<file path="src/rtl/commit_trace_pkg.sv">
// Record type and normalisation shared by the commit trace buffer and its storage.
// Define COMMIT_TRACE_MEM_EN to carry store (mem_wrt/mem_addr/mem_data) fields in each record.
package commit_trace_pkg;

  typedef struct packed {
    logic [31:0] pc;
    logic [31:0] instr;
    logic [4:0]  rd;
    logic [31:0] rd_data;
`ifdef COMMIT_TRACE_MEM_EN
    logic        mem_wrt;
    logic [31:0] mem_addr;
    logic [31:0] mem_data;
`endif
  } commit_rec_t;

  localparam int unsigned REC_W = $bits(commit_rec_t);

  // Zero fields that carry no architectural meaning so the drain sees stable values.
  function automatic commit_rec_t normalise_rec(commit_rec_t rec);
    commit_rec_t n;
    n = rec;
    if (rec.rd == 5'd0) n.rd_data = '0;
`ifdef COMMIT_TRACE_MEM_EN
    if (!rec.mem_wrt) begin
      n.mem_addr = '0;
      n.mem_data = '0;
    end
`endif
    return n;
  endfunction

endpackage

</file>
<file path="src/rtl/commit_trace_ram.sv">
// DEPTH-entry record storage: one synchronous write port, one asynchronous read port.
// Record width follows COMMIT_TRACE_MEM_EN through commit_rec_t.
module commit_trace_ram
  import commit_trace_pkg::*;
#(
  parameter int unsigned DEPTH = 16
) (
  input  logic                       clk_i,
  input  logic                       we_i,
  input  logic [$clog2(DEPTH)-1:0]   waddr_i,
  input  commit_rec_t                wdata_i,
  input  logic [$clog2(DEPTH)-1:0]   raddr_i,
  output commit_rec_t                rdata_o
);

  commit_rec_t mem_q [DEPTH];

  // NOTE: storage has no reset; validity is tracked by the pointers and count in the parent.
  always_ff @(posedge clk_i) begin
    if (we_i) mem_q[waddr_i] <= wdata_i;
  end

  assign rdata_o = mem_q[raddr_i];

endmodule

</file>
<file path="src/rtl/commit_trace_buffer.sv">
// Retirement trace FIFO: never stalls the core, drops and counts records on overflow.
// Define COMMIT_TRACE_MEM_EN to capture store address/data; otherwise commit_mem_* are ignored.
module commit_trace_buffer
  import commit_trace_pkg::*;
#(
  parameter int unsigned DEPTH  = 16,
  parameter int unsigned DROP_W = 16
) (
  input  logic                     clk_i,
  input  logic                     rst_i,
  input  logic                     commit_valid_i,
  input  logic [31:0]              commit_pc_i,
  input  logic [31:0]              commit_instr_i,
  input  logic [4:0]               commit_rd_i,
  input  logic [31:0]              commit_rd_data_i,
  input  logic                     commit_mem_wrt_i,
  input  logic [31:0]              commit_mem_addr_i,
  input  logic [31:0]              commit_mem_data_i,
  input  logic                     clear_i,
  output logic                     out_valid_o,
  input  logic                     out_ready_i,
  output commit_rec_t              out_rec_o,
  output logic [$clog2(DEPTH):0]   count_o,
  output logic [DROP_W-1:0]        drop_cnt_o,
  output logic                     overflow_o
);

  localparam int unsigned AW = $clog2(DEPTH);
  localparam int unsigned CW = AW + 1;
  localparam logic [CW-1:0] FULL_CNT = CW'(DEPTH);

  logic [AW-1:0]     wr_ptr_q, wr_ptr_d, rd_ptr_q, rd_ptr_d;
  logic [CW-1:0]     count_q, count_d;
  logic [DROP_W-1:0] drop_cnt_q, drop_cnt_d;
  logic              overflow_q, overflow_d;
  logic              full, push, pop, drop;
  commit_rec_t       raw_rec, wr_rec;

`ifdef COMMIT_TRACE_MEM_EN
  assign raw_rec = '{pc: commit_pc_i, instr: commit_instr_i, rd: commit_rd_i,
                     rd_data: commit_rd_data_i, mem_wrt: commit_mem_wrt_i,
                     mem_addr: commit_mem_addr_i, mem_data: commit_mem_data_i};
`else
  assign raw_rec = '{pc: commit_pc_i, instr: commit_instr_i, rd: commit_rd_i,
                     rd_data: commit_rd_data_i};
  logic unused_mem;
  assign unused_mem = ^{commit_mem_wrt_i, commit_mem_addr_i, commit_mem_data_i};
`endif

  assign wr_rec      = normalise_rec(raw_rec);
  assign out_valid_o = (count_q != '0);
  assign full        = (count_q == FULL_CNT);
  assign pop         = out_valid_o && out_ready_i;
  // A pop in the same cycle frees the slot, so a full FIFO still accepts the push.
  assign push        = commit_valid_i && (!full || pop);
  assign drop        = commit_valid_i && full && !pop;

  // NOTE: every _d gets a default first so no path leaves it unassigned (no latches).
  always_comb begin
    wr_ptr_d   = wr_ptr_q;
    rd_ptr_d   = rd_ptr_q;
    count_d    = count_q;
    drop_cnt_d = drop_cnt_q;
    overflow_d = overflow_q;
    if (push) wr_ptr_d = wr_ptr_q + AW'(1);
    if (pop)  rd_ptr_d = rd_ptr_q + AW'(1);
    case ({push, pop})
      2'b10:   count_d = count_q + CW'(1);
      2'b01:   count_d = count_q - CW'(1);
      default: count_d = count_q;
    endcase
    if (clear_i) begin
      drop_cnt_d = '0;
      overflow_d = 1'b0;
    end else if (drop) begin
      overflow_d = 1'b1;
      if (drop_cnt_q != '1) drop_cnt_d = drop_cnt_q + DROP_W'(1);
    end
  end

  // NOTE: sequential state uses non-blocking assignments only.
  always_ff @(posedge clk_i) begin
    if (rst_i) begin
      wr_ptr_q   <= '0;
      rd_ptr_q   <= '0;
      count_q    <= '0;
      drop_cnt_q <= '0;
      overflow_q <= 1'b0;
    end else begin
      wr_ptr_q   <= wr_ptr_d;
      rd_ptr_q   <= rd_ptr_d;
      count_q    <= count_d;
      drop_cnt_q <= drop_cnt_d;
      overflow_q <= overflow_d;
    end
  end

  commit_trace_ram #(.DEPTH(DEPTH)) u_ram (
    .clk_i   (clk_i),
    .we_i    (push && !rst_i),
    .waddr_i (wr_ptr_q),
    .wdata_i (wr_rec),
    .raddr_i (rd_ptr_q),
    .rdata_o (out_rec_o)
  );

  assign count_o    = count_q;
  assign drop_cnt_o = drop_cnt_q;
  assign overflow_o = overflow_q;

endmodule
</file>
<file path="config.mk">
export PLATFORM = sky130hd
export DESIGN_NAME = commit_trace_buffer
export DESIGN_NICKNAME = d
export VERILOG_FILES = /design/src/rtl/commit_trace_pkg.sv /design/src/rtl/commit_trace_ram.sv /design/src/rtl/commit_trace_buffer.sv
export SDC_FILE = /design/constraint.sdc
export NUM_CORES = 1
export LEC_CHECK = 0
export CAP_MARGIN = 25
export CELL_PAD_IN_SITES_DETAIL_PLACEMENT = 0
export CELL_PAD_IN_SITES_GLOBAL_PLACEMENT = 1
export CORE_ASPECT_RATIO = 0.9
export CORE_UTILIZATION = 54
export CTS_BUF_LIST = sky130_fd_sc_hd__clkbuf_16
export CTS_CLUSTER_DIAMETER = 60
export DETAILED_ROUTE_END_ITERATION = 10
export PLACE_DENSITY_LB_ADDON = 0.1
export SYNTH_ARGS = -nofsm -noshare
export SYNTH_HDL_FRONTEND = slang
export SYNTH_SLANG_ARGS = --single-unit
</file>
<file path="constraint.sdc">
create_clock -name clk_i -period 8.7 [get_ports clk_i]
set_input_delay 1.74 -clock clk_i [delete_from_list [all_inputs] [get_ports clk_i]]
set_output_delay 1.74 -clock clk_i [all_outputs]
set_load 0.1 [all_outputs]
</file>
# Yosys cells after proc, flatten, opt, wreduce, memory -nomap -nowiden
# Memories as Yosys holds them, arrays and structs flattened. A register that Yosys moved wholly into a read port is not among the register bits.
# Index checks and enable logic that the tools add are counted.
[totals]
register_bits = 30
ramBits = 1616
out_inout_bits = 124
wordCells = 35
n_memories = 1
[mem_list]
columns = ["memory", "words", "word_bits", "read_ports", "rd_clocked_by_memory_dff", "wr", "line_no", "rtl"]
rows = [
  ["u_ram.mem_q", 16, 101, 1, 1, 1, "commit_trace_ram.sv:16", "commit_rec_t mem_q [DEPTH];"],
]
[classes]
add_sub_neg = 5
eq_ne = 4
muxes = 6
n_reduce_logical = 14
[op_table]
columns = ["operator", "n"]
rows = [
  ["$mux 32", 1],
  ["$add 16x1->16 const B", 1],
  ["$ne 16x16->1 const B", 1],
  ["$pmux 5 s2", 1],
  ["$add 4x1->4 const B", 2],
  ["$mux 4", 2],
  ["$add 5x1->5 const B", 1],
  ["$eq 5x5->1 const B", 1],
  ["$logic_and 1x1->1", 5],
  ["$logic_not 5->1", 1],
  ["$reduce_bool 5->1", 1],
  ["$sub 5x1->5 const B", 1],
  ["$logic_not 1->1", 3],
  ["$eq 2x1->1 const B", 1],
  ["$eq 2x2->1 const B", 1],
  ["$mux 1", 2],
  ["$reduce_and 2->1", 1],
  ["$reduce_bool 2->1", 1],
  ["$reduce_or 2->1", 1],
  ["$logic_or 1x1->1", 1],
]

# Depth between registers and ports, before layout
# Gate-level depths: netlist of the first run.
[logic_depth]
word_depth = 7
depth_mapped = 9

# Modules after synthesis
# Synthesis of the first run repeated with hierarchy kept, for this count alone.
[unflattened]
cells_unflattened = 2713
hier_area_um2 = 62369.8
[modules_own_cells]
columns = ["module", "instances", "cells_per_inst", "area_per_inst_um2"]
rows = [
  ["commit_trace_ram", 1, 2484, 60440.5],
  ["commit_trace_buffer", 1, 229, 1929.4],
]

# Worst setup path after synthesis of the first run
# OpenSTA, ideal clock, no wires.
[synth_path]
path_type = "input -> register"
from = "input commit_valid_i"
to = "memory u_ram.mem_q[12][0] (netlist bit) (enable)"
t_arrival_ps = 6585
required_time_ps = 8138
path_slack_ps = 1553
cell_stages = 4
path_buffers = 1
cell_sequence = "clkbuf_1 -> o21a_1 -> nand2_1 -> nor2_1"
[synth_between]
elab_chain_len = 4
[synth_lines]
columns = ["item", "line_no", "rtl"]
rows = [
  ["start, declared", "commit_trace_buffer.sv:11", "input logic commit_valid_i,"],
  ["$logic_and 1x1->1", "commit_trace_buffer.sv:55", "assign push = commit_valid_i && (!full || pop);"],
  ["$logic_and 1x1->1", "commit_trace_buffer.sv:100", ".we_i (push && !rst_i),"],
  ["$mux 1", "commit_trace_ram.sv:20", "if (we_i) mem_q[waddr_i] <= wdata_i;"],
  ["$mux 1 (implied by the code)", "commit_trace_ram.sv:20", ""],
  ["end, declared", "commit_trace_ram.sv:16", ""],
]
# Every way passes these cells.

==> flow_summary.json, run 1 <==
{
  "status": "finished, final reports clean",
  "syn_inst": 2506,
  "p_leak_nw": 21.9,
  "vias": 28000,
  "wire_per_inst_um": 30.7,
  "syn_area_um2": 62500,
  "drive_gt1_share_pct": 27.4,
  "clk_pin_slew_worst_paths_ps": 60,
  "post_cts_resized": 0,
  "clock_latency_ps": 780,
  "r2r.worst_path.cells": 4,
  "cp-end-kind": "output pin",
  "initial_core_util_pct": 54.4,
  "grt.total_usage_pct": 23.9,
  "drt_pass1_iterations": 7,
  "ys_seq_area_share_pct": 78.8,
  "hold_depth": 2,
  "critPathMaxFanout": 44,
  "syn_area_per_cell_um2": 24.9,
  "whs_ps": 498,
  "ff2ff_setup_slack_ps": 5380,
  "areaGrowthSynthToFinish_pct": 15.6,
  "grt_max_degree": 145,
  "ys_seq_elements": 1650,
  "placed_cell_area_um2": 67200,
  "crit_path_start_kind": "flop",
  "path_class": "reg2out",
  "ys.flop_type": "edfxtp_1",
  "clock-sinks": 1650,
  "path_cells": "buf_4 > mux4_2 > mux4_2 > clkdlybuf4s50_1",
  "drt_iter0_drc": 2957,
  "rows": 118,
  "post-route-period-util_pct": 73.4,
  "skew_ps": 17.0,
  "worst-path-buf-inv": 2,
  "fin_tns_setup_ps": 0,
  "drc": 0,
  "postCtsSetupRepairBufs": 0,
  "setup-violations-final": 0,
  "root_buffer": "clkbuf_16",
  "slew_headroom_pct": 24.1,
  "antenna_found_initial": 7,
  "syn_nets": 2685,
  "cp.required_ps": 6960,
  "cp_top_family": "buffers and inverters",
  "dieArea_um2": 117000,
  "grt.overflow.total": 0,
  "die_w_um": 361,
  "fin_nets": 3017,
  "yosys_warnings": 0,
  "cts_hold_buf": 0,
  "stdcell_area_um2": 72200,
  "fp.dieH_um": 325,
  "htree_levels": 4,
  "ant_nets": 0,
  "max_freq_mhz": 157,
  "grt_pass1_vias": 29700,
  "cts_tree": "yes",
  "core_um2": 115000,
  "clk_path_buf_depth": 3,
  "port_buffers": 229,
  "slowest_delay_ps": 1000,
  "crit_cells": 4,
  "grt_pass1_wl_mm": 200,
  "dp_hpwl_mm": 64.1,
  "synth-edff-count": 1616,
  "worst-slew-pin-transition_ps": 1140,
  "slew_viol_final": 0,
  "multi_input_comb_area_um2": 12900,
  "ir_drop_mv": 0.307,
  "nFillCells": 7624,
  "async_reset_ff_share_pct": 0,
  "via_per_inst": 6.28,
  "gp_congestion": 0.748,
  "io_pins": 295,
  "cts_inserted_buffers": 165,
  "period_needed_ps": 6390,
  "rsz0062_at_grt": "no",
  "pwr_density_cell_nw_per_um2": 279,
  "drv_cap": 0,
  "dp_cells": 4169,
  "fin_cells": 4464,
  "hold_viol_final": 0,
  "regArea_um2": 49200,
  "fin_util_pct": 62.9,
  "slowest_stage": "clkdlybuf4s50_1",
  "cpMostUsedCell": "mux4_2",
  "routed_wl_mm": 137,
  "cp.arrival_ps": 4650,
  "hold_path.class": "reg2reg",
  "yosysUniqueCellTypes": 48
}
## registers in the layout, summed over array words and instances (netlist names), named ones only
register and count:
drop_cnt_o 16, u_ram.mem_q 1616, wr_ptr_q 4, rd_ptr_q 4, count_o 5, overflow_o 1
## layout make-up
| cell class | count | share of cell area [%] |
|---|---|---|
| Timing Repair Buffer | 291 | 4.49 |
| Sequential cell | 1650 | 68.2 |
| Clock inverter | 121 | 1.01 |
| Tap cell | 1500 | 2.60 |
| Clock buffer | 170 | 5.89 |
| Inverter | 8 | 0.0416 |
| Multi-Input combinational cell | 722 | 17.8 |
| Antenna cell | 2 | 0.00693 |
## final timing paths
check	to	start
setup / recovery	out_rec_o[29]	flop
hold / removal	overflow_o$_SDFFE_PP0P_	overflow_o$_SDFFE_PP0P_
setup reg to reg	u_ram.mem_q[11][86]$_DFFE_PP_	count_o[2]$_SDFFE_PP0P_
hold reg to reg	overflow_o$_SDFFE_PP0P_	overflow_o$_SDFFE_PP0P_
## cells in the final DEF (no fill, tap or decap), types with 12 or more instances in the layout
| cell | n |
|---|---|
| buf_4 | 30 |
| clkdlybuf4s50_1 | 229 |
| buf_12 | 18 |
| clkbuf_16 | 170 |
| dfxtp_1 | 30 |
| clkinv_2 | 24 |
| nor2b_1 | 34 |
| mux4_2 | 505 |
| nor2_1 | 17 |
| nand3_1 | 12 |
| buf_16 | 13 |
| nor2_4 | 17 |
| nand2_1 | 16 |
| edfxtp_1 | 1616 |
| inv_1 | 38 |
| clkinv_1 | 43 |
## per-stage QoR
stage               setup WS [ps]  power [mW]
finish                       2310        20.2
global route                 2050        20.8
CTS                          2100        20.3
detailed placement           2940        13.8
global placement             2950        13.6
floorplan                    1550        12.6
## kinds of logic after synthesis
| logic type | count (synthesis) | synth area share (%) |
|---|---|---|
| flops | 1650 | 78.8 |
| mux | 510 | 18.3 |
| simple gates | 148 | 1.29 |
| buf+inv | 134 | 0.867 |
| compound gates | 51 | 0.571 |
| fa+ha+maj | 8 | 0.160 |
| xor+xnor | 5 | 0.0701 |
## cells in the mapped netlist (4+ instances only)
master	number	area, µm²
edfxtp_1	1616	48500
xor2_1	4	35.0
o31ai_1	5	37.5
clkbuf_1	75	282
and4_1	5	43.8
ha_1	8	100
buf_2	24	120
o21ai_0	7	35.0
mux2i_1	5	50.1
or4_1	6	45.0
a21oi_1	11	55.1
nor2b_1	34	213
nor2_1	34	128
nand2_1	16	60.1
inv_1	8	30.0
nand4_1	9	56.3
buf_1	25	93.8
nor3_1	8	40.0
dfxtp_1	34	681
mux4_2	505	11400
nand3_1	12	60.1
nor4_1	6	37.5
or3_1	5	31.3
## worst min-delay path, delay by kind of cell (launching register included)
family | cells | cell delay, ps
AND/OR/NAND/NOR | 2 | 130
flip-flops | 1 | 330
## metal layers
| metal | vias up | wire, µm | global-route usage, % |
|---|---|---|---|
| met4 | 6 | 2410 | 5.89 |
| met2 | 936 | 67800 | 38.1 |
| li1 | 11600 | - | - |
| met5 | - | 34 | 0 |
| met1 | 15300 | 58000 | 34.3 |
| met3 | 184 | 8780 | 4.82 |
## power by group
part | internal (mW) | switching, mW
Sequential | 8.82 | 0.102
Clock | 3.68 | 2.89
Combinational | 1.90 | 2.76
Note: power is estimated with default switching activity, not from simulation.
==> run 2, diff against run 1 <==
CORE_UTILIZATION = 49   (was 54)
clock period = 5.8 ns   (was 8.7 ns; I/O delays follow)
==> run 2 against run 1 <==
Net effect: combinational power grew 49%; flip-flop and latch count is the same; non-clock buffer count is 32 higher; sequential share of layout area down 0.71 points; largest cell class unchanged.
==> flow_summary.json, run 2 (synthesized netlist as in run 1, its figures left out) <==
{
  "status": "finished, final reports clean",
  "slew_viol_final": 0,
  "r2r.worst_path.cells": 5,
  "clock-sinks": 1650,
  "clk_pin_slew_worst_paths_ps": 60,
  "dieArea_um2": 129000,
  "grt_pass1_wl_mm": 204,
  "fp.dieH_um": 341,
  "final_common_cell": "edfxtp_1",
  "nFillCells": 8963,
  "initial_core_util_pct": 49.7,
  "routed_wl_mm": 141,
  "ir_drop_mv": 0.327,
  "max_freq_mhz": 191,
  "period_needed_ps": 5230,
  "clk_path_buf_depth": 3,
  "post_cts_resized": 0,
  "cp.arrival_ps": 4070,
  "slew_headroom_pct": 28.0,
  "fin_cells": 4693,
  "htree_levels": 4,
  "rsz0062_at_grt": "no",
  "grt.overflow.total": 0,
  "drt_iter0_drc": 2759,
  "grt_pass1_vias": 29800,
  "postCtsSetupRepairBufs": 0,
  "core_um2": 126000,
  "areaGrowthSynthToFinish_pct": 16.8,
  "final_cell_mix": "edfxtp_1, mux4_2, clkdlybuf4s50_1, clkbuf_16, buf_4",
  "pwr_density_cell_nw_per_um2": 417,
  "cts_inserted_buffers": 166,
  "vias": 28000,
  "post-route-period-util_pct": 90.2,
  "path_class": "reg2out",
  "cts_hold_buf": 0,
  "dp_cells": 4388,
  "io_pins": 295,
  "cp-end-kind": "output pin",
  "whs_ps": 482,
  "cts_tree": "yes",
  "port_buffers": 229,
  "antenna_found_initial": 4,
  "setup-violations-final": 0,
  "critPathMaxFanout": 28,
  "p_leak_nw": 22.2,
  "drv_cap": 0,
  "drive_gt1_share_pct": 29.9,
  "largest-register": "u_ram.mem_q",
  "clock_latency_ps": 780,
  "path_cells": "buf_12 > buf_4 > mux4_2 > mux4_2 > clkdlybuf4s50_1",
  "drt_pass1_iterations": 5,
  "slowest_stage": "clkdlybuf4s50_1",
  "grt.total_usage_pct": 22.2,
  "cpMostUsedCell": "mux4_2",
  "gp_congestion": 0.737,
  "worst-slew-pin-transition_ps": 1080,
  "cp.required_ps": 4640,
  "drc": 0,
  "hold_depth": 2,
  "crit_path_start_kind": "flop",
  "grt_max_degree": 88,
  "slowest_delay_ps": 990,
  "skew_ps": 14.3,
  "ant_nets": 0,
  "fin_nets": 3050,
  "die_w_um": 378,
  "rows": 123,
  "root_buffer": "clkbuf_16",
  "wire_per_inst_um": 30.0,
  "largest_reg_flops": 1616,
  "via_per_inst": 5.96,
  "hold_viol_final": 0,
  "hold_path.class": "reg2reg",
  "dp_hpwl_mm": 73.9
}
## run 2: metal layers
layer | up-vias | routed length [µm] | global-route usage (%)
met3 | 160 | 8450 | 4.61
met5 | - | 21 | 0
met4 | 4 | 2150 | 5.19
met2 | 782 | 69400 | 35.2
met1 | 15300 | 60700 | 32.2
li1 | 11700 | - | -
## run 2: critical path: cells and delay by family (launching register included)
family / cells / cell delay (ps)
buffers and inverters: 3 / 1710
muxes: 2 / 1080
DFF: 1 / 450
## run 2: final timing paths
check,startpoint,endpoint,slack [ps]
setup / recovery,flop,out_rec_o[93],570
hold / removal,overflow_o$_SDFFE_PP0P_,overflow_o$_SDFFE_PP0P_,480
setup reg to reg,count_o[1]$_SDFFE_PP0P_,u_ram.mem_q[12][26]$_DFFE_PP_,2770
hold reg to reg,overflow_o$_SDFFE_PP0P_,overflow_o$_SDFFE_PP0P_,480
## run 2: cell type report
cell class | count | area [µm²] | share of cell area [%]
clock inverters | 132 | 960 | 1.32
repair buffers | 323 | 3560 | 4.88
inverters | 8 | 30.0 | 0.0412
multi-input cells | 722 | 12900 | 17.6
clock buffers | 169 | 4230 | 5.80
diodes | 2 | 5.00 | 0.00686
flip-flops and latches | 1650 | 49200 | 67.5
well taps | 1687 | 2110 | 2.89
## run 2: report_power, final
group	total (mW)	internal, mW	switching, mW
Combinational	6.93	2.71	4.22
Sequential	13.3	13.2	0.102
Clock	10.2	5.81	4.36
Total	30.4	21.8	8.69
## run 2: through the flow
stage | setup slack [ps] | instance area (µm²) | setup TNS (ps) | power, mW | util [%]
floorplan | -1030 | 62500 | -1493710 | 19.0 | -
global placement | 1280 | 67600 | 0 | 20.5 | 53.8
detailed placement | 1290 | 67700 | 0 | 20.6 | 53.9
CTS | 432 | 72900 | 0 | 30.8 | 58.0
global route | 364 | 73000 | 0 | 31.5 | 58.0
finish | 569 | 73000 | 0 | 30.4 | 58.0
